--- src/rtl/piarb_pio_ntgt_pkg.sv ---
// Shared PIO arbiter types: data width, data type and the 2-bit FSM encoding.
// Used by piarb_pio_ntgt and, with PIO_TIMEOUT_EN, piarb_pio_tmo.
package piarb_pio_ntgt_pkg;

  localparam int PIO_NBITS = 32;

  typedef logic [PIO_NBITS-1:0] pio_range_t;

  typedef enum logic [1:0] {
    IDLE  = 2'd0,
    BUSY  = 2'd1,
    NOSEL = 2'd2,
    RESP  = 2'd3
  } pio_state_t;

endpackage

--- src/rtl/piarb_pio_tmo.sv ---
// BUSY-phase timeout counter for piarb_pio_ntgt.
// Exists only when PIO_TIMEOUT_EN is defined.
`ifdef PIO_TIMEOUT_EN
module piarb_pio_tmo #(
  parameter int TIMEOUT_CYC = 255
) (
  input  logic clk,
  input  logic rstn,
  input  logic clr,
  input  logic en,
  output logic expire
);

  localparam int CW = $clog2(TIMEOUT_CYC + 1);

  logic [CW-1:0] cnt;

  // fires during the TIMEOUT_CYC-th BUSY cycle
  assign expire = en && (cnt == CW'(TIMEOUT_CYC - 1));

  always_ff @(posedge clk or negedge rstn) begin
    if (!rstn) begin
      cnt <= '0;
    end else if (clr) begin
      cnt <= '0;
    end else if (en && !expire) begin
      cnt <= cnt + CW'(1);
    end
  end

endmodule
`endif

--- src/rtl/piarb_pio_ntgt.sv ---
// PIO request router to NUM_TGT memory targets with strobe-aligned response.
// Define PIO_TIMEOUT_EN to add a BUSY timeout (piarb_pio_tmo).
module piarb_pio_ntgt
  import piarb_pio_ntgt_pkg::*;
#(
  parameter int NUM_TGT     = 4,
  parameter int SEL_LSB     = 8,
  parameter int SEL_NBITS   = 4,
  parameter int TIMEOUT_CYC = 255
) (
  input  logic                         clk,
  input  logic                         rstn,
  input  logic                         clk_div,
  input  logic                         reg_bs,
  input  logic                         reg_wr,
  input  logic                         reg_rd,
  input  logic [PIO_NBITS-1:0]         reg_addr,
  input  logic [NUM_TGT-1:0]           tgt_ack,
  input  logic [NUM_TGT*PIO_NBITS-1:0] tgt_rdata,
  output logic [NUM_TGT-1:0]           tgt_ms,
  output logic                         pio_ack,
  output logic                         pio_rvalid,
  output logic [PIO_NBITS-1:0]         pio_rdata,
  output logic                         pio_err
);

  if (NUM_TGT < 1 || NUM_TGT > 16 || NUM_TGT > (1 << SEL_NBITS)) begin : g_bad_ntgt
    $error("piarb_pio_ntgt: NUM_TGT out of range");
  end
  if (SEL_LSB + SEL_NBITS > PIO_NBITS || TIMEOUT_CYC < 1) begin : g_bad_cfg
    $error("piarb_pio_ntgt: bad select field or TIMEOUT_CYC");
  end

  pio_state_t           state, state_n;
  logic [SEL_NBITS-1:0] idx;
  logic                 is_rd;
  pio_range_t           cap;
  logic                 err;

  logic [SEL_NBITS-1:0] sel;
  logic                 req;
  logic                 sel_ok;
  logic                 ack_sel;
  pio_range_t           rdata_sel;
  logic [NUM_TGT-1:0]   ms_c;
  logic                 unused_ok;

  assign sel       = reg_addr[SEL_LSB +: SEL_NBITS];
  assign req       = reg_rd | reg_wr;
  assign sel_ok    = int'(sel) < NUM_TGT;
  assign unused_ok = ^{reg_bs, reg_addr};

  always_comb begin
    ack_sel   = 1'b0;
    rdata_sel = '0;
    ms_c      = '0;
    for (int i = 0; i < NUM_TGT; i++) begin
      if (idx == SEL_NBITS'(i)) begin
        ack_sel   = tgt_ack[i];
        rdata_sel = tgt_rdata[i*PIO_NBITS +: PIO_NBITS];
        ms_c[i]   = (state == BUSY);
      end
    end
  end

  assign tgt_ms = ms_c;

`ifdef PIO_TIMEOUT_EN
  logic tmo;

  piarb_pio_tmo #(
    .TIMEOUT_CYC (TIMEOUT_CYC)
  ) u_tmo (
    .clk    (clk),
    .rstn   (rstn),
    .clr    (state != BUSY),
    .en     (state == BUSY),
    .expire (tmo)
  );
`endif

  always_ff @(posedge clk or negedge rstn) begin
    if (!rstn) state <= IDLE;
    else       state <= state_n;
  end

  always_comb begin
    state_n = state;
    unique case (state)
      IDLE: begin
        if (req) state_n = sel_ok ? BUSY : NOSEL;
      end
      BUSY: begin
        if (ack_sel) state_n = RESP;
`ifdef PIO_TIMEOUT_EN
        else if (tmo) state_n = RESP;
`endif
      end
      NOSEL: state_n = RESP;
      RESP: begin
        if (clk_div) state_n = IDLE;
      end
      default: state_n = IDLE;
    endcase
  end

  always_ff @(posedge clk or negedge rstn) begin
    if (!rstn) begin
      idx   <= '0;
      is_rd <= 1'b0;
      cap   <= '0;
      err   <= 1'b0;
    end else begin
      unique case (state)
        IDLE: begin
          if (req) begin
            idx   <= sel;
            is_rd <= reg_rd;
            cap   <= '0;
            err   <= 1'b0;
          end
        end
        BUSY: begin
          if (ack_sel) begin
            cap <= rdata_sel;
            err <= 1'b0;
          end
`ifdef PIO_TIMEOUT_EN
          else if (tmo) begin
            cap <= '0;
            err <= 1'b1;
          end
`endif
        end
        NOSEL: begin
          cap <= '0;
          err <= 1'b1;
        end
        default: ;
      endcase
    end
  end

  // host side only moves on the clk_div strobe
  always_ff @(posedge clk or negedge rstn) begin
    if (!rstn) begin
      pio_ack    <= 1'b0;
      pio_rvalid <= 1'b0;
      pio_rdata  <= '0;
      pio_err    <= 1'b0;
    end else if (clk_div) begin
      if (state == RESP) begin
        pio_ack    <= 1'b1;
        pio_rvalid <= is_rd;
        pio_rdata  <= is_rd ? cap : '0;
        pio_err    <= err;
      end else begin
        pio_ack    <= 1'b0;
        pio_rvalid <= 1'b0;
        pio_err    <= 1'b0;
      end
    end
  end

endmodule

--- config.mk ---
export PLATFORM = sky130hd
export DESIGN_NAME = piarb_pio_ntgt
export DESIGN_NICKNAME = d
export VERILOG_FILES = /design/src/rtl/piarb_pio_ntgt_pkg.sv /design/src/rtl/piarb_pio_tmo.sv /design/src/rtl/piarb_pio_ntgt.sv
export SDC_FILE = /design/constraint.sdc
export NUM_CORES = 1
export LEC_CHECK = 0
export BUFFER_PORTS_ARGS = -buffer_cell sky130_fd_sc_hd__buf_2
export CORE_MARGIN = 1
export CORE_UTILIZATION = 50
export DETAILED_ROUTE_END_ITERATION = 8
export PLACE_DENSITY = 0.87
export REMOVE_ABC_BUFFERS = 1
export SYNTH_ARGS = -nofsm -noshare
export SYNTH_HDL_FRONTEND = slang
export SYNTH_SLANG_ARGS = --single-unit
--- constraint.sdc ---
create_clock -name clk -period 5.49 [get_ports clk]
set_input_delay 0 -clock clk [delete_from_list [all_inputs] [get_ports clk]]
set_output_delay 0 -clock clk [all_outputs]
set_load 0.03 [all_outputs]
Yosys cells after proc, flatten, opt, wreduce, memory -nomap -nowiden
Cells that the tools add are included.
{ "totals": {"reg_bits": 75, "output_inout_bits": 39, "word_cells": 54} }
{ "classes": {"order_cmp": 1, "eq_ne": 9, "muxes": 27, "bitwise_logic": 1, "n_reduce_logical": 7} }
{ "ops": {"columns": ["cell", "count"], "rows": [
  ["$mux 32", 7],
  ["$pmux 32 s3", 1],
  ["$mux 1", 13],
  ["$eq 4x2->1 const B", 2],
  ["$mux 2", 4],
  ["$pmux 2 s4", 1],
  ["$ne 2x2->1 const B", 3],
  ["$reduce_and 3->1", 2],
  ["$eq 2x2->1 const B", 2],
  ["$eq 4x1->1 const B", 1],
  ["$logic_not 4->1", 1],
  ["$lt 4x3->1 const B", 1],
  ["$reduce_and 2->1", 2],
  ["$pmux 1 s3", 1],
  ["$reduce_bool 3->1", 1],
  ["$eq 2x1->1 const B", 1],
  ["$logic_not 2->1", 1],
  ["$or 1x1->1", 1]
]} }

Longest topological paths before layout
Gate-level depths: netlist of run 1.
{ "depth": {"word_depth": 7, "depth_mapped": 8} }

Worst setup path after synthesis of run 1
No wires, ideal clock.
{ "synth_path": {"path_kind": "register to output", "startpoint": "register state[1]", "endpoint": "output port tgt_ms[0]", "arrival_time_ps": 2142, "setup_slack_ps": 3348, "path_stages_with_launch": 7, "cell_sequence": "dfrtp_1 inv_1 ha_1 inv_1 nor3_1 clkbuf_1 nor3b_1"} }
{ "synth_between": {"elab_chain_cells": 2} }
{ "synth_lines": {"columns": ["item", "line", "rtl"], "rows": [
  ["start, declared", "piarb_pio_ntgt.sv:34", "pio_state_t state, state_n;"],
  ["start signal, assigned", "piarb_pio_ntgt.sv:84", "else state <= state_n;"],
  ["$eq 2x1->1", "piarb_pio_ntgt.sv:61", "ms_c[i] = (state == BUSY);"],
  ["$mux 1", "piarb_pio_ntgt.sv:58", "if (idx == SEL_NBITS'(i)) begin"],
  ["end, declared", "piarb_pio_ntgt.sv:20", "output logic [NUM_TGT-1:0] tgt_ms,"]
]} }
No other way between the ends.

Worst setup path after layout of run 1
{ "layout_path": {"startpoint": "register idx[0]", "endpoint": "register err"} }
{ "layout_between": {"elab_chain_cells": 7, "elab_cells_between_ends": 10} }
{ "layout_lines": {"columns": ["item", "line", "rtl"], "rows": [
  ["start, declared", "piarb_pio_ntgt.sv:35", "logic [SEL_NBITS-1:0] idx;"],
  ["start signal, assigned", "piarb_pio_ntgt.sv:117", "idx <= sel;"],
  ["$logic_not 4->1", "piarb_pio_ntgt.sv:58", null],
  ["$mux 1 (3 in series)", "piarb_pio_ntgt.sv:58", null],
  ["$mux 1 (*)", "piarb_pio_ntgt.sv:58", null],
  ["$ne 2x2->1 (no line) (*)", null, null],
  ["$reduce_and 3->1 (no line) (*)", null, null],
  ["end signal, assigned", "piarb_pio_ntgt.sv:112", "err <= 1'b0;"],
  ["end signal, assigned", "piarb_pio_ntgt.sv:120", "err <= 1'b0;"],
  ["end signal, assigned", "piarb_pio_ntgt.sv:126", "err <= 1'b0;"],
  ["end, declared", "piarb_pio_ntgt.sv:38", "logic err;"]
]} }
Every way passes the cells marked *; elsewhere a longest branch is shown, timed or not.
A chain may end at the register's enable or synchronous reset.

==> report_table.html, run 1 <==
<table>
<tr><th>Metric</th><th>Value</th></tr>
<tr><th colspan="2">Run status</th></tr>
<tr><td>Result of the run</td><td>complete, no violations</td></tr>
<tr><th colspan="2">Worst setup path</th></tr>
<tr><td>Highest fanout seen on the critical path</td><td>34</td></tr>
<tr><td>Reg2reg setup slack</td><td>2.23 ns</td></tr>
<tr><td>Critical path origin</td><td>idx[0]</td></tr>
<tr><td>Setup crit end kind</td><td>register</td></tr>
<tr><td>Number of cells on the worst reg-to-reg path</td><td>4</td></tr>
<tr><td>Data required time at the worst endpoint</td><td>5.70 ns</td></tr>
<tr><td>Critical path endpoint</td><td>err</td></tr>
<tr><td>Ordered list of cells on the worst path</td><td>o21ai_0 &gt; a31oi_4 &gt; or2_1 &gt; mux2_4</td></tr>
<tr><td>Critical R2R Launch</td><td>idx[0]</td></tr>
<tr><td>Biggest cell delay along the critical path</td><td>1.02 ns</td></tr>
<tr><td>Cell with the largest stage delay on the worst path</td><td>sky130_fd_sc_hd__or2_1</td></tr>
<tr><td>Data arrival time of the critical path</td><td>3.47 ns</td></tr>
<tr><td>Startpoint Class</td><td>register</td></tr>
<tr><td>End of the worst register-to-register path</td><td>err</td></tr>
<tr><td>Classification of the worst setup path</td><td>reg2reg</td></tr>
<tr><th colspan="2">Timing</th></tr>
<tr><td>Slew Viols, Final</td><td>0</td></tr>
<tr><td>Remaining max-slew budget at the tightest pin</td><td>0.189</td></tr>
<tr><td>Achievable Freq</td><td>306 MHz</td></tr>
<tr><td>RSZ-0062 raised after global routing</td><td>false</td></tr>
<tr><td>Slew at the pin closest to its max-slew limit</td><td>1.22 ns</td></tr>
<tr><td>Time the final worst path needs with I/O delays and setup</td><td>3.26 ns</td></tr>
<tr><td>Final worst clock skew</td><td>0.0125 ns</td></tr>
<tr><td>Period utilisation layout</td><td>0.594</td></tr>
<tr><td>Number of failing hold endpoints at the final stage</td><td>0</td></tr>
<tr><td>Setup-failing EPs final</td><td>0</td></tr>
<tr><td>Post-route setup TNS</td><td>0 ns</td></tr>
<tr><th colspan="2">Power and ir drop</th></tr>
<tr><td>Largest vdd supply drop</td><td>0.000330 V</td></tr>
<tr><td>Static power due to leakage</td><td>2.53 nW</td></tr>
<tr><td>Design Power</td><td>2.42 mW</td></tr>
<tr><td>Power density of the placed cells</td><td>456 nW/µm²</td></tr>
<tr><th colspan="2">Global routing</th></tr>
<tr><td>Total global routing track utilization</td><td>0.253</td></tr>
<tr><td>Global-route wire length before repair</td><td>17,100 µm</td></tr>
<tr><td>Vias in the first global route</td><td>3,733</td></tr>
<tr><td>Total overflow reported by the global router</td><td>0</td></tr>
<tr><td>Number of antenna violations at the first check in global routing</td><td>0</td></tr>
<tr><td>Maximum number of pins on one net before global-route repair</td><td>76</td></tr>
<tr><th colspan="2">Layout</th></tr>
<tr><td>Proportion of layout cells with a drive suffix above 1</td><td>0.457</td></tr>
<tr><td>Final Instance Area</td><td>5320 µm²</td></tr>
<tr><td>Reg area</td><td>1880 µm²</td></tr>
<tr><td>Combined area of the multi-input logic cells</td><td>2060 µm²</td></tr>
<tr><td>Total inserted antenna cells</td><td>0</td></tr>
<tr><td>Syn-to-layout area delta</td><td>28.8%</td></tr>
<tr><td>Number of filler instances in the final layout</td><td>636</td></tr>
<tr><td>Post-layout nets</td><td>760</td></tr>
<tr><th colspan="2">Placed design</th></tr>
<tr><td>Routability Congestion</td><td>0.824</td></tr>
<tr><td>Placed inst area</td><td>5020 µm²</td></tr>
<tr><td>Detailed Place HPWL</td><td>7420 µm</td></tr>
<tr><td>Number of port buffers</td><td>179</td></tr>
<tr><th colspan="2">Floorplan</th></tr>
<tr><td>Initial core utilization</td><td>0.526</td></tr>
<tr><td>Cell Rows</td><td>32</td></tr>
<tr><td>Floorplan core area</td><td>7850 µm²</td></tr>
<tr><td>Number of top-level pins</td><td>209</td></tr>
<tr><td>Die outline area</td><td>8620 µm²</td></tr>
<tr><td>Chip height</td><td>92.8 µm</td></tr>
<tr><td>Die width</td><td>92.8 µm</td></tr>
<tr><th colspan="2">Clock tree</th></tr>
<tr><td>CTS H-tree depth</td><td>3</td></tr>
<tr><td>CTS clk-pin slew, worst paths</td><td>0.07 ns</td></tr>
<tr><td>Insertion delay to the later sink of the worst-skew pair</td><td>0.33 ns</td></tr>
<tr><td>Number of CTS-inserted buffers</td><td>9</td></tr>
<tr><td>Post-CTS Setup Bufs</td><td>0</td></tr>
<tr><td>CTS tree</td><td>built</td></tr>
<tr><td>Root buffer cell</td><td>sky130_fd_sc_hd__clkbuf_8</td></tr>
<tr><td>Clk sink count</td><td>75</td></tr>
<tr><td>Number of buffers between clock root and the deepest sink</td><td>2</td></tr>
<tr><th colspan="2">Synthesis</th></tr>
<tr><td>Number of distinct library cells after synthesis</td><td>25</td></tr>
<tr><td>Post-synth design cell area</td><td>4130 µm²</td></tr>
<tr><td>Syn Inst Count</td><td>423</td></tr>
<tr><td>Mean post-synth cell area</td><td>9.76 µm²</td></tr>
<tr><td>Fraction of post-synthesis cell area in the top cell type by area</td><td>0.455</td></tr>
<tr><td>Sequential cell area fraction in the yosys report</td><td>0.455</td></tr>
<tr><td>Top cell type by total area after synthesis</td><td>sky130_fd_sc_hd__dfrtp_1</td></tr>
<tr><td>Flip-flop and latch count after synthesis</td><td>75</td></tr>
<tr><td>Warnings, synthesis</td><td>0</td></tr>
<tr><td>Leading cell types by total area after synthesis</td><td>sky130_fd_sc_hd__dfrtp_1 (45%), sky130_fd_sc_hd__mux2_2 (18%), sky130_fd_sc_hd__o21ai_0 (8.9%), sky130_fd_sc_hd__o221ai_1 (6.8%), sky130_fd_sc_hd__nand2_1 (6.4%)</td></tr>
<tr><th colspan="2">Drt</th></tr>
<tr><td>Remaining design rule violation count</td><td>0</td></tr>
<tr><td>Average detailed-routed wire length per instance</td><td>15.6 µm</td></tr>
<tr><td>Number of detailed-routing iterations run before antenna repair</td><td>4</td></tr>
<tr><td>Mean number of vias per cell</td><td>5.57</td></tr>
<tr><td>DRT iter0 DRCs</td><td>189</td></tr>
<tr><td>Number of vias after detailed routing</td><td>3,847</td></tr>
<tr><td>Post-route ant nets</td><td>0</td></tr>
<tr><td>Routed WL</td><td>10,800 µm</td></tr>
<tr><th colspan="2">Min path</th></tr>
<tr><td>Hold Path Class</td><td>in2reg</td></tr>
<tr><th colspan="2">Job</th></tr>
<tr><td>Reported max-cap violation count</td><td>0</td></tr>
</table>
[layout by cell type, fill, tap and decap left out, types with 2 or more instances in the layout]
master and n:
sky130_fd_sc_hd__clkbuf_8 13, sky130_fd_sc_hd__buf_2 178, sky130_fd_sc_hd__nand2_1 69, sky130_fd_sc_hd__dlygate4sd3_1 8, sky130_fd_sc_hd__dfrtp_1 74, sky130_fd_sc_hd__nor3_1 2
sky130_fd_sc_hd__mux2i_1 4, sky130_fd_sc_hd__o21ai_0 73, sky130_fd_sc_hd__ha_1 5, sky130_fd_sc_hd__nor2_1 3, sky130_fd_sc_hd__buf_4 5, sky130_fd_sc_hd__o221ai_1 32
sky130_fd_sc_hd__nor3b_1 2, sky130_fd_sc_hd__inv_1 9, sky130_fd_sc_hd__o21ai_1 31, sky130_fd_sc_hd__mux2_2 66
[power by group]
| group | switching [mW] | total (mW) | internal (mW) |
|---|---|---|---|
| clock | 0.186 | 0.444 | 0.258 |
| sequential | 0.150 | 0.855 | 0.705 |
| combinational | 0.691 | 1.13 | 0.434 |
[how the worst min path moves through the flow]
stage | startpoint | to | slack (ns) | cells after the start
global placement | rstn | pio_rdata[13] | 0.18 | 1
global route | tgt_rdata[28] | cap[28] | 0.14 | 5
finish | tgt_rdata[124] | cap[28] | 0.12 | 5
floorplan | rstn | cap[0] | -0.30 | 0
detailed placement | rstn | pio_rdata[30] | 0.20 | 1
CTS | tgt_rdata[124] | cap[28] | 0.12 | 5
[area by class of cell]
type,count,area share
multi-input combinational,299,0.387
sequential,75,0.353
tap,102,0.0240
timing repair buffer,191,0.190
inverter,9,0.00635
clock inverter,1,0.00565
clock buffer,14,0.0344
[Yosys cell counts, drive strengths merged]
master / count
nor3: 3
dfrtp: 75
nand2: 70
and3b: 1
a211o: 1
or2: 2
nand3: 1
inv: 9
mux2: 67
mux2i: 4
nor2: 3
o221ai: 32
ha: 5
o2bb2ai: 1
or3b: 1
buf: 6
a22o: 1
nor3b: 2
o21ai: 104
a31oi: 1
clkbuf: 34
[through the flow]
stage                     worst slack (ns)  hold WS (ns)  utilization  cells
after floorplan                       1.22        -0.296            -    383
after global placement                2.35         0.183        0.640    668
after detailed placement              2.24         0.203        0.640    668
after CTS                             2.23         0.120        0.677    691
after global routing                  2.04         0.136        0.677    691
final                                 2.23         0.123        0.677    691
[metal layers]
layer  GRT usage  up-vias  share of wire
met5           0        -              0
met4      0.0885        0          0.014
met3      0.0427       14          0.058
met2       0.462      152           0.52
met1       0.296     1837           0.41
li1            -     1844              -
[registers in the layout (all words and copies together), names as in the netlist]
name / flops
state: 2
pio_rvalid: 1
err: 1
pio_rdata: 32
pio_err: 1
is_rd: 1
idx: 4
cap: 32
pio_ack: 1
[critical path: cells and delay by family (launching register included)]
family / cells / cell delay, ns
compound gates: 2 / 1.07
simple gates: 1 / 1.02
flops: 1 / 0.68
mux: 1 / 0.36
[timing repair]
| action | in CTS | in global routing |
|---|---|---|
| resized for setup | 0 | 0 |
| hold buffers | 8 | 0 |
| hold endpoints to repair | 83 | 0 |
[cell families (layout without fill, tap and decap cells)]
logic type | after synthesis | in the layout | synth area share
buffers and inverters | 49 | 215 | 0.0525
AND/OR/NAND/NOR | 83 | 83 | 0.0822
multiplexers | 71 | 71 | 0.193
flip-flops | 75 | 75 | 0.455
adder cells (fa/ha/maj) | 5 | 5 | 0.0152
AO/OA/AOI/OAI | 140 | 140 | 0.202
No activity file was read; power rests on OpenSTA's default activity.
==> inputs of run 2 (changes only) <==
- CORE_UTILIZATION: 50 -> 42
- PLACE_DENSITY: 0.87 -> 0.78
- clock period: 5.49 -> 3 ns (I/O delays scaled with it)
==> report_table.html, run 2 (same netlist as run 1, synthesis figures left out) <==
<table>
<tr><th>Metric</th><th>Value</th></tr>
<tr><th colspan="2">Floorplan</th></tr>
<tr><td>Initial core utilization</td><td>0.440</td></tr>
<tr><td>Number of top-level pins</td><td>209</td></tr>
<tr><td>Chip height</td><td>101 µm</td></tr>
<tr><td>Die width</td><td>101 µm</td></tr>
<tr><td>Die outline area</td><td>10,200 µm²</td></tr>
<tr><td>Cell Rows</td><td>35</td></tr>
<tr><td>Floorplan core area</td><td>9370 µm²</td></tr>
<tr><th colspan="2">Drt</th></tr>
<tr><td>Number of detailed-routing iterations run before antenna repair</td><td>4</td></tr>
<tr><td>Remaining design rule violation count</td><td>0</td></tr>
<tr><td>Number of vias after detailed routing</td><td>3,840</td></tr>
<tr><td>DRT iter0 DRCs</td><td>122</td></tr>
<tr><td>Routed WL</td><td>10,500 µm</td></tr>
<tr><td>Mean number of vias per cell</td><td>5.30</td></tr>
<tr><td>Average detailed-routed wire length per instance</td><td>14.5 µm</td></tr>
<tr><td>Post-route ant nets</td><td>0</td></tr>
<tr><th colspan="2">Clock tree</th></tr>
<tr><td>Clk sink count</td><td>75</td></tr>
<tr><td>Post-CTS Setup Bufs</td><td>0</td></tr>
<tr><td>Post-CTS resize count</td><td>0</td></tr>
<tr><td>Root buffer cell</td><td>sky130_fd_sc_hd__clkbuf_8</td></tr>
<tr><td>CTS clk-pin slew, worst paths</td><td>0.08 ns</td></tr>
<tr><td>Number of CTS-inserted buffers</td><td>9</td></tr>
<tr><td>CTS H-tree depth</td><td>3</td></tr>
<tr><td>CTS tree</td><td>built</td></tr>
<tr><td>Insertion delay to the later sink of the worst-skew pair</td><td>0.33 ns</td></tr>
<tr><td>Number of buffers between clock root and the deepest sink</td><td>2</td></tr>
<tr><th colspan="2">Layout</th></tr>
<tr><td>Filler-free cell count of the finished design</td><td>724</td></tr>
<tr><td>Post-layout nets</td><td>765</td></tr>
<tr><td>Syn-to-layout area delta</td><td>30.7%</td></tr>
<tr><td>Proportion of layout cells with a drive suffix above 1</td><td>0.461</td></tr>
<tr><td>Reg area</td><td>1880 µm²</td></tr>
<tr><td>Leading cell type in the layout, fill and taps excluded</td><td>sky130_fd_sc_hd__buf_2</td></tr>
<tr><td>Most used cells in the layout excluding fill and tap cells</td><td>sky130_fd_sc_hd__buf_2 (178), sky130_fd_sc_hd__dfrtp_1 (74), sky130_fd_sc_hd__o21ai_0 (73)</td></tr>
<tr><td>Total inserted antenna cells</td><td>0</td></tr>
<tr><td>Largest registers</td><td>cap x32, pio_rdata x32, idx x4</td></tr>
<tr><td>Number of filler instances in the final layout</td><td>859</td></tr>
<tr><td>Final Instance Area</td><td>5390 µm²</td></tr>
<tr><td>Combined area of the multi-input logic cells</td><td>2060 µm²</td></tr>
<tr><th colspan="2">Worst setup path</th></tr>
<tr><td>Startpoint Class</td><td>register</td></tr>
<tr><td>Highest fanout seen on the critical path</td><td>21</td></tr>
<tr><td>Data arrival time of the critical path</td><td>2.61 ns</td></tr>
<tr><td>Classification of the worst setup path</td><td>reg2reg</td></tr>
<tr><td>Critical path origin</td><td>idx[1]</td></tr>
<tr><td>Critical R2R Launch</td><td>idx[1]</td></tr>
<tr><td>Reg2reg setup slack</td><td>0.64 ns</td></tr>
<tr><td>Data required time at the worst endpoint</td><td>3.25 ns</td></tr>
<tr><td>Number of cells on the worst reg-to-reg path</td><td>7</td></tr>
<tr><td>End of the worst register-to-register path</td><td>cap[1]</td></tr>
<tr><td>Setup crit end kind</td><td>register</td></tr>
<tr><th colspan="2">Timing</th></tr>
<tr><td>Time the final worst path needs with I/O delays and setup</td><td>2.36 ns</td></tr>
<tr><td>Achievable Freq</td><td>424 MHz</td></tr>
<tr><td>Slew Viols, Final</td><td>0</td></tr>
<tr><td>Worst hold slack</td><td>0.121 ns</td></tr>
<tr><td>Remaining max-slew budget at the tightest pin</td><td>0.181</td></tr>
<tr><td>Period utilisation layout</td><td>0.786</td></tr>
<tr><td>Number of failing hold endpoints at the final stage</td><td>0</td></tr>
<tr><td>RSZ-0062 raised after global routing</td><td>false</td></tr>
<tr><td>Setup-failing EPs final</td><td>0</td></tr>
<tr><td>Slew at the pin closest to its max-slew limit</td><td>1.23 ns</td></tr>
<tr><td>Final worst clock skew</td><td>0.0103 ns</td></tr>
<tr><th colspan="2">Global routing</th></tr>
<tr><td>Total global routing track utilization</td><td>0.214</td></tr>
<tr><td>Vias in the first global route</td><td>3,837</td></tr>
<tr><td>Maximum number of pins on one net before global-route repair</td><td>76</td></tr>
<tr><td>Total overflow reported by the global router</td><td>0</td></tr>
<tr><td>Number of antenna violations at the first check in global routing</td><td>0</td></tr>
<tr><td>Global-route wire length before repair</td><td>17,100 µm</td></tr>
<tr><th colspan="2">Power and ir drop</th></tr>
<tr><td>Design Power</td><td>4.51 mW</td></tr>
<tr><td>Power density of the placed cells</td><td>836 nW/µm²</td></tr>
<tr><td>Largest vdd supply drop</td><td>0.000664 V</td></tr>
<tr><td>Static power due to leakage</td><td>2.56 nW</td></tr>
<tr><th colspan="2">Job</th></tr>
<tr><td>Reported max-cap violation count</td><td>0</td></tr>
<tr><th colspan="2">Min path</th></tr>
<tr><td>Hold Path Class</td><td>in2reg</td></tr>
<tr><td>Hold path cells</td><td>4</td></tr>
<tr><td>Endpoint of the worst hold path</td><td>cap[16]</td></tr>
<tr><td>Hold Crit Start</td><td>tgt_rdata[112]</td></tr>
<tr><th colspan="2">Placed design</th></tr>
<tr><td>Detailed Place HPWL</td><td>7220 µm</td></tr>
<tr><td>Routability Congestion</td><td>0.775</td></tr>
<tr><td>Number of port buffers</td><td>179</td></tr>
<tr><td>Placed Instances</td><td>700</td></tr>
<tr><td>Placed inst area</td><td>5090 µm²</td></tr>
<tr><th colspan="2">Run status</th></tr>
<tr><td>Result of the run</td><td>complete, no violations</td></tr>
</table>
-- run 2: worst max-delay path by stage --
stage | end | slack, ns
after floorplan | err | -1.27
after global placement | cap[1] | 0.74
after detailed placement | cap[1] | 0.66
after CTS | cap[1] | 0.62
after global routing | cap[1] | 0.38
final | cap[1] | 0.64
-- run 2: what timing repair did --
action / in CTS / in global routing
hold endpoints to repair: 83 / 0
setup endpoints to repair: 0 / 0
hold buffers: 8 / 0
-- run 2: metal layers --
layer  share of wire  vias to the layer above  track usage
met5               0                        -            0
met2            0.52                      148        0.392
li1                -                     1861            -
met1            0.41                     1819        0.250
met4           0.013                        0       0.0780
met3           0.055                       12       0.0354
-- run 2: area by class of cell --
cell class	instances	share of cell area
clock inverter	4	0.0137
multi-input combinational	299	0.381
tap	129	0.0299
clock buffer	12	0.0269
sequential	75	0.348
timing repair buffer	196	0.194
inverter	9	0.00626
-- run 2: critical path: stages, from the launching register on --
cell and delay [ns]:
sky130_fd_sc_hd__dfrtp_1 0.35, sky130_fd_sc_hd__buf_4 0.26, sky130_fd_sc_hd__or3b_1 0.39, sky130_fd_sc_hd__o21ai_1 0.23
sky130_fd_sc_hd__a31oi_4 0.05, sky130_fd_sc_hd__or2_1 0.48, sky130_fd_sc_hd__buf_4 0.32, sky130_fd_sc_hd__o21ai_0 0.18
-- run 2: through the flow --
step | setup WS [ns] | TNS, ns | utilization
final | 0.643 | 0 | 0.576
after global routing | 0.385 | 0 | 0.576
after CTS | 0.619 | 0 | 0.576
after detailed placement | 0.656 | 0 | 0.544
after global placement | 0.737 | 0 | 0.544
after floorplan | -1.27 | -37.48 | -
-- run 2: report_power, final --
part,internal (mW),total (mW),switching [mW]
registers,1.29,1.51,0.222
logic,0.841,2.15,1.31
clock network,0.492,0.847,0.354
==> inputs of run 3 (changes only) <==
- CORE_UTILIZATION: 42 -> 46
- PLACE_DENSITY: 0.78 -> 0.81
- clock period: 3 -> 2.4 ns (I/O delays scaled with it)
==> report_table.html, run 3 (same netlist as run 1, synthesis figures left out) <==
<table>
<tr><th>Metric</th><th>Value</th></tr>
<tr><th colspan="2">Global routing</th></tr>
<tr><td>Global-route wire length before repair</td><td>17,700 µm</td></tr>
<tr><td>GRT busiest layer</td><td>met2</td></tr>
<tr><td>Fraction of met1 tracks used by global routing</td><td>0.267</td></tr>
<tr><td>Met3 track utilization from global routing</td><td>0.0499</td></tr>
<tr><td>Vias in the first global route</td><td>3,872</td></tr>
<tr><td>Maximum number of pins on one net before global-route repair</td><td>52</td></tr>
<tr><td>Total overflow reported by the global router</td><td>0</td></tr>
<tr><td>Total global routing track utilization</td><td>0.232</td></tr>
<tr><td>Number of antenna violations at the first check in global routing</td><td>0</td></tr>
<tr><td>Met2 GRT Util</td><td>0.423</td></tr>
<tr><th colspan="2">Clock tree</th></tr>
<tr><td>CTS clk-pin slew, worst paths</td><td>0.08 ns</td></tr>
<tr><td>CTS Hold Bufs</td><td>8</td></tr>
<tr><td>Post-CTS Setup Bufs</td><td>0</td></tr>
<tr><td>CTS H-tree depth</td><td>3</td></tr>
<tr><td>CTS tree</td><td>built</td></tr>
<tr><td>Post-CTS resize count</td><td>0</td></tr>
<tr><td>Number of CTS-inserted buffers</td><td>9</td></tr>
<tr><td>Insertion delay to the later sink of the worst-skew pair</td><td>0.35 ns</td></tr>
<tr><td>Root buffer cell</td><td>sky130_fd_sc_hd__clkbuf_8</td></tr>
<tr><td>Number of buffers between clock root and the deepest sink</td><td>2</td></tr>
<tr><td>Clk sink count</td><td>75</td></tr>
<tr><th colspan="2">Floorplan</th></tr>
<tr><td>Initial core utilization</td><td>0.473</td></tr>
<tr><td>Cell Rows</td><td>34</td></tr>
<tr><td>Floorplan core area</td><td>8720 µm²</td></tr>
<tr><td>Die width</td><td>96.7 µm</td></tr>
<tr><td>Number of top-level pins</td><td>209</td></tr>
<tr><td>Chip height</td><td>96.7 µm</td></tr>
<tr><td>Die outline area</td><td>9350 µm²</td></tr>
<tr><th colspan="2">Placed design</th></tr>
<tr><td>Routability Congestion</td><td>0.788</td></tr>
<tr><td>Detailed Place HPWL</td><td>7690 µm</td></tr>
<tr><td>Number of port buffers</td><td>179</td></tr>
<tr><th colspan="2">Power and ir drop</th></tr>
<tr><td>Largest vdd supply drop</td><td>0.00102 V</td></tr>
<tr><td>Power density of the placed cells</td><td>1040 nW/µm²</td></tr>
<tr><td>Static power due to leakage</td><td>2.59 nW</td></tr>
<tr><td>Design Power</td><td>5.60 mW</td></tr>
<tr><th colspan="2">Worst setup path</th></tr>
<tr><td>Highest fanout seen on the critical path</td><td>20</td></tr>
<tr><td>Data arrival time of the critical path</td><td>2.22 ns</td></tr>
<tr><td>Startpoint Class</td><td>register</td></tr>
<tr><td>Classification of the worst setup path</td><td>reg2reg</td></tr>
<tr><td>Setup crit end kind</td><td>register</td></tr>
<tr><td>Data required time at the worst endpoint</td><td>2.61 ns</td></tr>
<tr><th colspan="2">Drt</th></tr>
<tr><td>Number of vias after detailed routing</td><td>3,875</td></tr>
<tr><td>Number of detailed-routing iterations run before antenna repair</td><td>4</td></tr>
<tr><td>DRT iter0 DRCs</td><td>115</td></tr>
<tr><td>Average detailed-routed wire length per instance</td><td>14.9 µm</td></tr>
<tr><td>Routed WL</td><td>10,500 µm</td></tr>
<tr><td>Mean number of vias per cell</td><td>5.47</td></tr>
<tr><td>Post-route ant nets</td><td>0</td></tr>
<tr><td>Remaining design rule violation count</td><td>0</td></tr>
<tr><th colspan="2">Layout</th></tr>
<tr><td>Largest registers</td><td>cap x32, pio_rdata x32, idx x4</td></tr>
<tr><td>Post-layout nets</td><td>771</td></tr>
<tr><td>Proportion of layout cells with a drive suffix above 1</td><td>0.468</td></tr>
<tr><td>Syn-to-layout area delta</td><td>31.1%</td></tr>
<tr><td>Leading cell type in the layout, fill and taps excluded</td><td>sky130_fd_sc_hd__buf_2</td></tr>
<tr><td>Most used cells in the layout excluding fill and tap cells</td><td>sky130_fd_sc_hd__buf_2 (178), sky130_fd_sc_hd__dfrtp_1 (74), sky130_fd_sc_hd__o21ai_0 (73)</td></tr>
<tr><td>Total inserted antenna cells</td><td>0</td></tr>
<tr><th colspan="2">Run status</th></tr>
<tr><td>Result of the run</td><td>complete, no violations</td></tr>
<tr><th colspan="2">Timing</th></tr>
<tr><td>RSZ-0062 raised after global routing</td><td>false</td></tr>
<tr><td>Achievable Freq</td><td>499 MHz</td></tr>
<tr><td>Worst hold slack</td><td>0.0962 ns</td></tr>
<tr><td>Slew Viols, Final</td><td>0</td></tr>
<tr><td>Number of failing hold endpoints at the final stage</td><td>0</td></tr>
<tr><td>Final worst clock skew</td><td>0.0134 ns</td></tr>
<tr><td>Time the final worst path needs with I/O delays and setup</td><td>2.00 ns</td></tr>
<tr><td>Remaining max-slew budget at the tightest pin</td><td>0.585</td></tr>
<tr><td>Slew at the pin closest to its max-slew limit</td><td>0.622 ns</td></tr>
<tr><td>Setup-failing EPs final</td><td>0</td></tr>
<tr><td>Period utilisation layout</td><td>0.835</td></tr>
<tr><th colspan="2">Job</th></tr>
<tr><td>Reported max-cap violation count</td><td>0</td></tr>
<tr><th colspan="2">Min path</th></tr>
<tr><td>Hold Path Class</td><td>in2reg</td></tr>
</table>
[run 3: cell types whose count changed in the layout (fill, tap and decap cells not counted)]
cell	delta
sky130_fd_sc_hd__buf_12	+2
sky130_fd_sc_hd__buf_4	+4
sky130_fd_sc_hd__bufinv_16	-1
sky130_fd_sc_hd__clkbuf_1	-2
sky130_fd_sc_hd__clkinv_2	+2
[run 3: final timing paths]
path                          startpoint             to  slack, ns  cells past startpoint
max                               idx[0]         cap[5]       0.40                      6
min                        tgt_rdata[28]        cap[28]        0.1                      5
max reg2reg                       idx[0]         cap[5]       0.40                      6
min reg2reg                pio_rdata[16]  pio_rdata[16]       0.48                      2
max in group asynchronous           rstn   pio_rdata[5]       1.68                      3
min in group asynchronous           rstn        cap[21]       0.13                      2
[run 3: cell type report]
| class | count | area [µm²] |
|---|---|---|
| flip-flops and latches | 75 | 1880 |
| clock inverters | 5 | 53.8 |
| fillers | 761 | 3310 |
| well taps | 108 | 135 |
| inverters | 9 | 33.8 |
| multi-input cells | 299 | 2060 |
| clock buffers | 10 | 138 |
| repair buffers | 202 | 1120 |
[run 3: power breakdown]
group | switching [mW] | internal [mW] | total [mW]
clock | 0.454 | 0.499 | 0.953
sequential | 0.193 | 1.61 | 1.81
combinational | 1.73 | 1.12 | 2.84
total | 2.37 | 3.23 | 5.60
[run 3: metrics by stage]
| stage | instances | util | area, µm² | setup WS [ns] | setup TNS (ns) |
|---|---|---|---|---|---|
| 2_1_floorplan | 383 | - | 3940 | -1.87 | -59.59 |
| 3_3_place_gp | 685 | 0.589 | 5140 | 0.451 | 0 |
| 3_5_place_dp | 685 | 0.589 | 5140 | 0.381 | 0 |
| 4_1_cts | 708 | 0.620 | 5410 | 0.362 | 0 |
| 5_1_grt | 708 | 0.620 | 5410 | 0.213 | 0 |
| 6_report | 708 | 0.620 | 5410 | 0.396 | 0 |
[run 3: per-layer routing]
metal  vias to the layer above  routed length [µm]
li1                       1869                   -
met1                      1836                4100
met2                       156                5600
met3                        14                 669
met4                         0                 166
met5                         -                   0
[run 3: critical path, cell delays in order (launching register included)]
cell,delay [ns]
sky130_fd_sc_hd__dfrtp_2,0.37
sky130_fd_sc_hd__buf_4,0.25
sky130_fd_sc_hd__o21ai_0,0.20
sky130_fd_sc_hd__a31oi_4,0.46
sky130_fd_sc_hd__or2_1,0.24
sky130_fd_sc_hd__buf_4,0.24
sky130_fd_sc_hd__o21ai_1,0.11
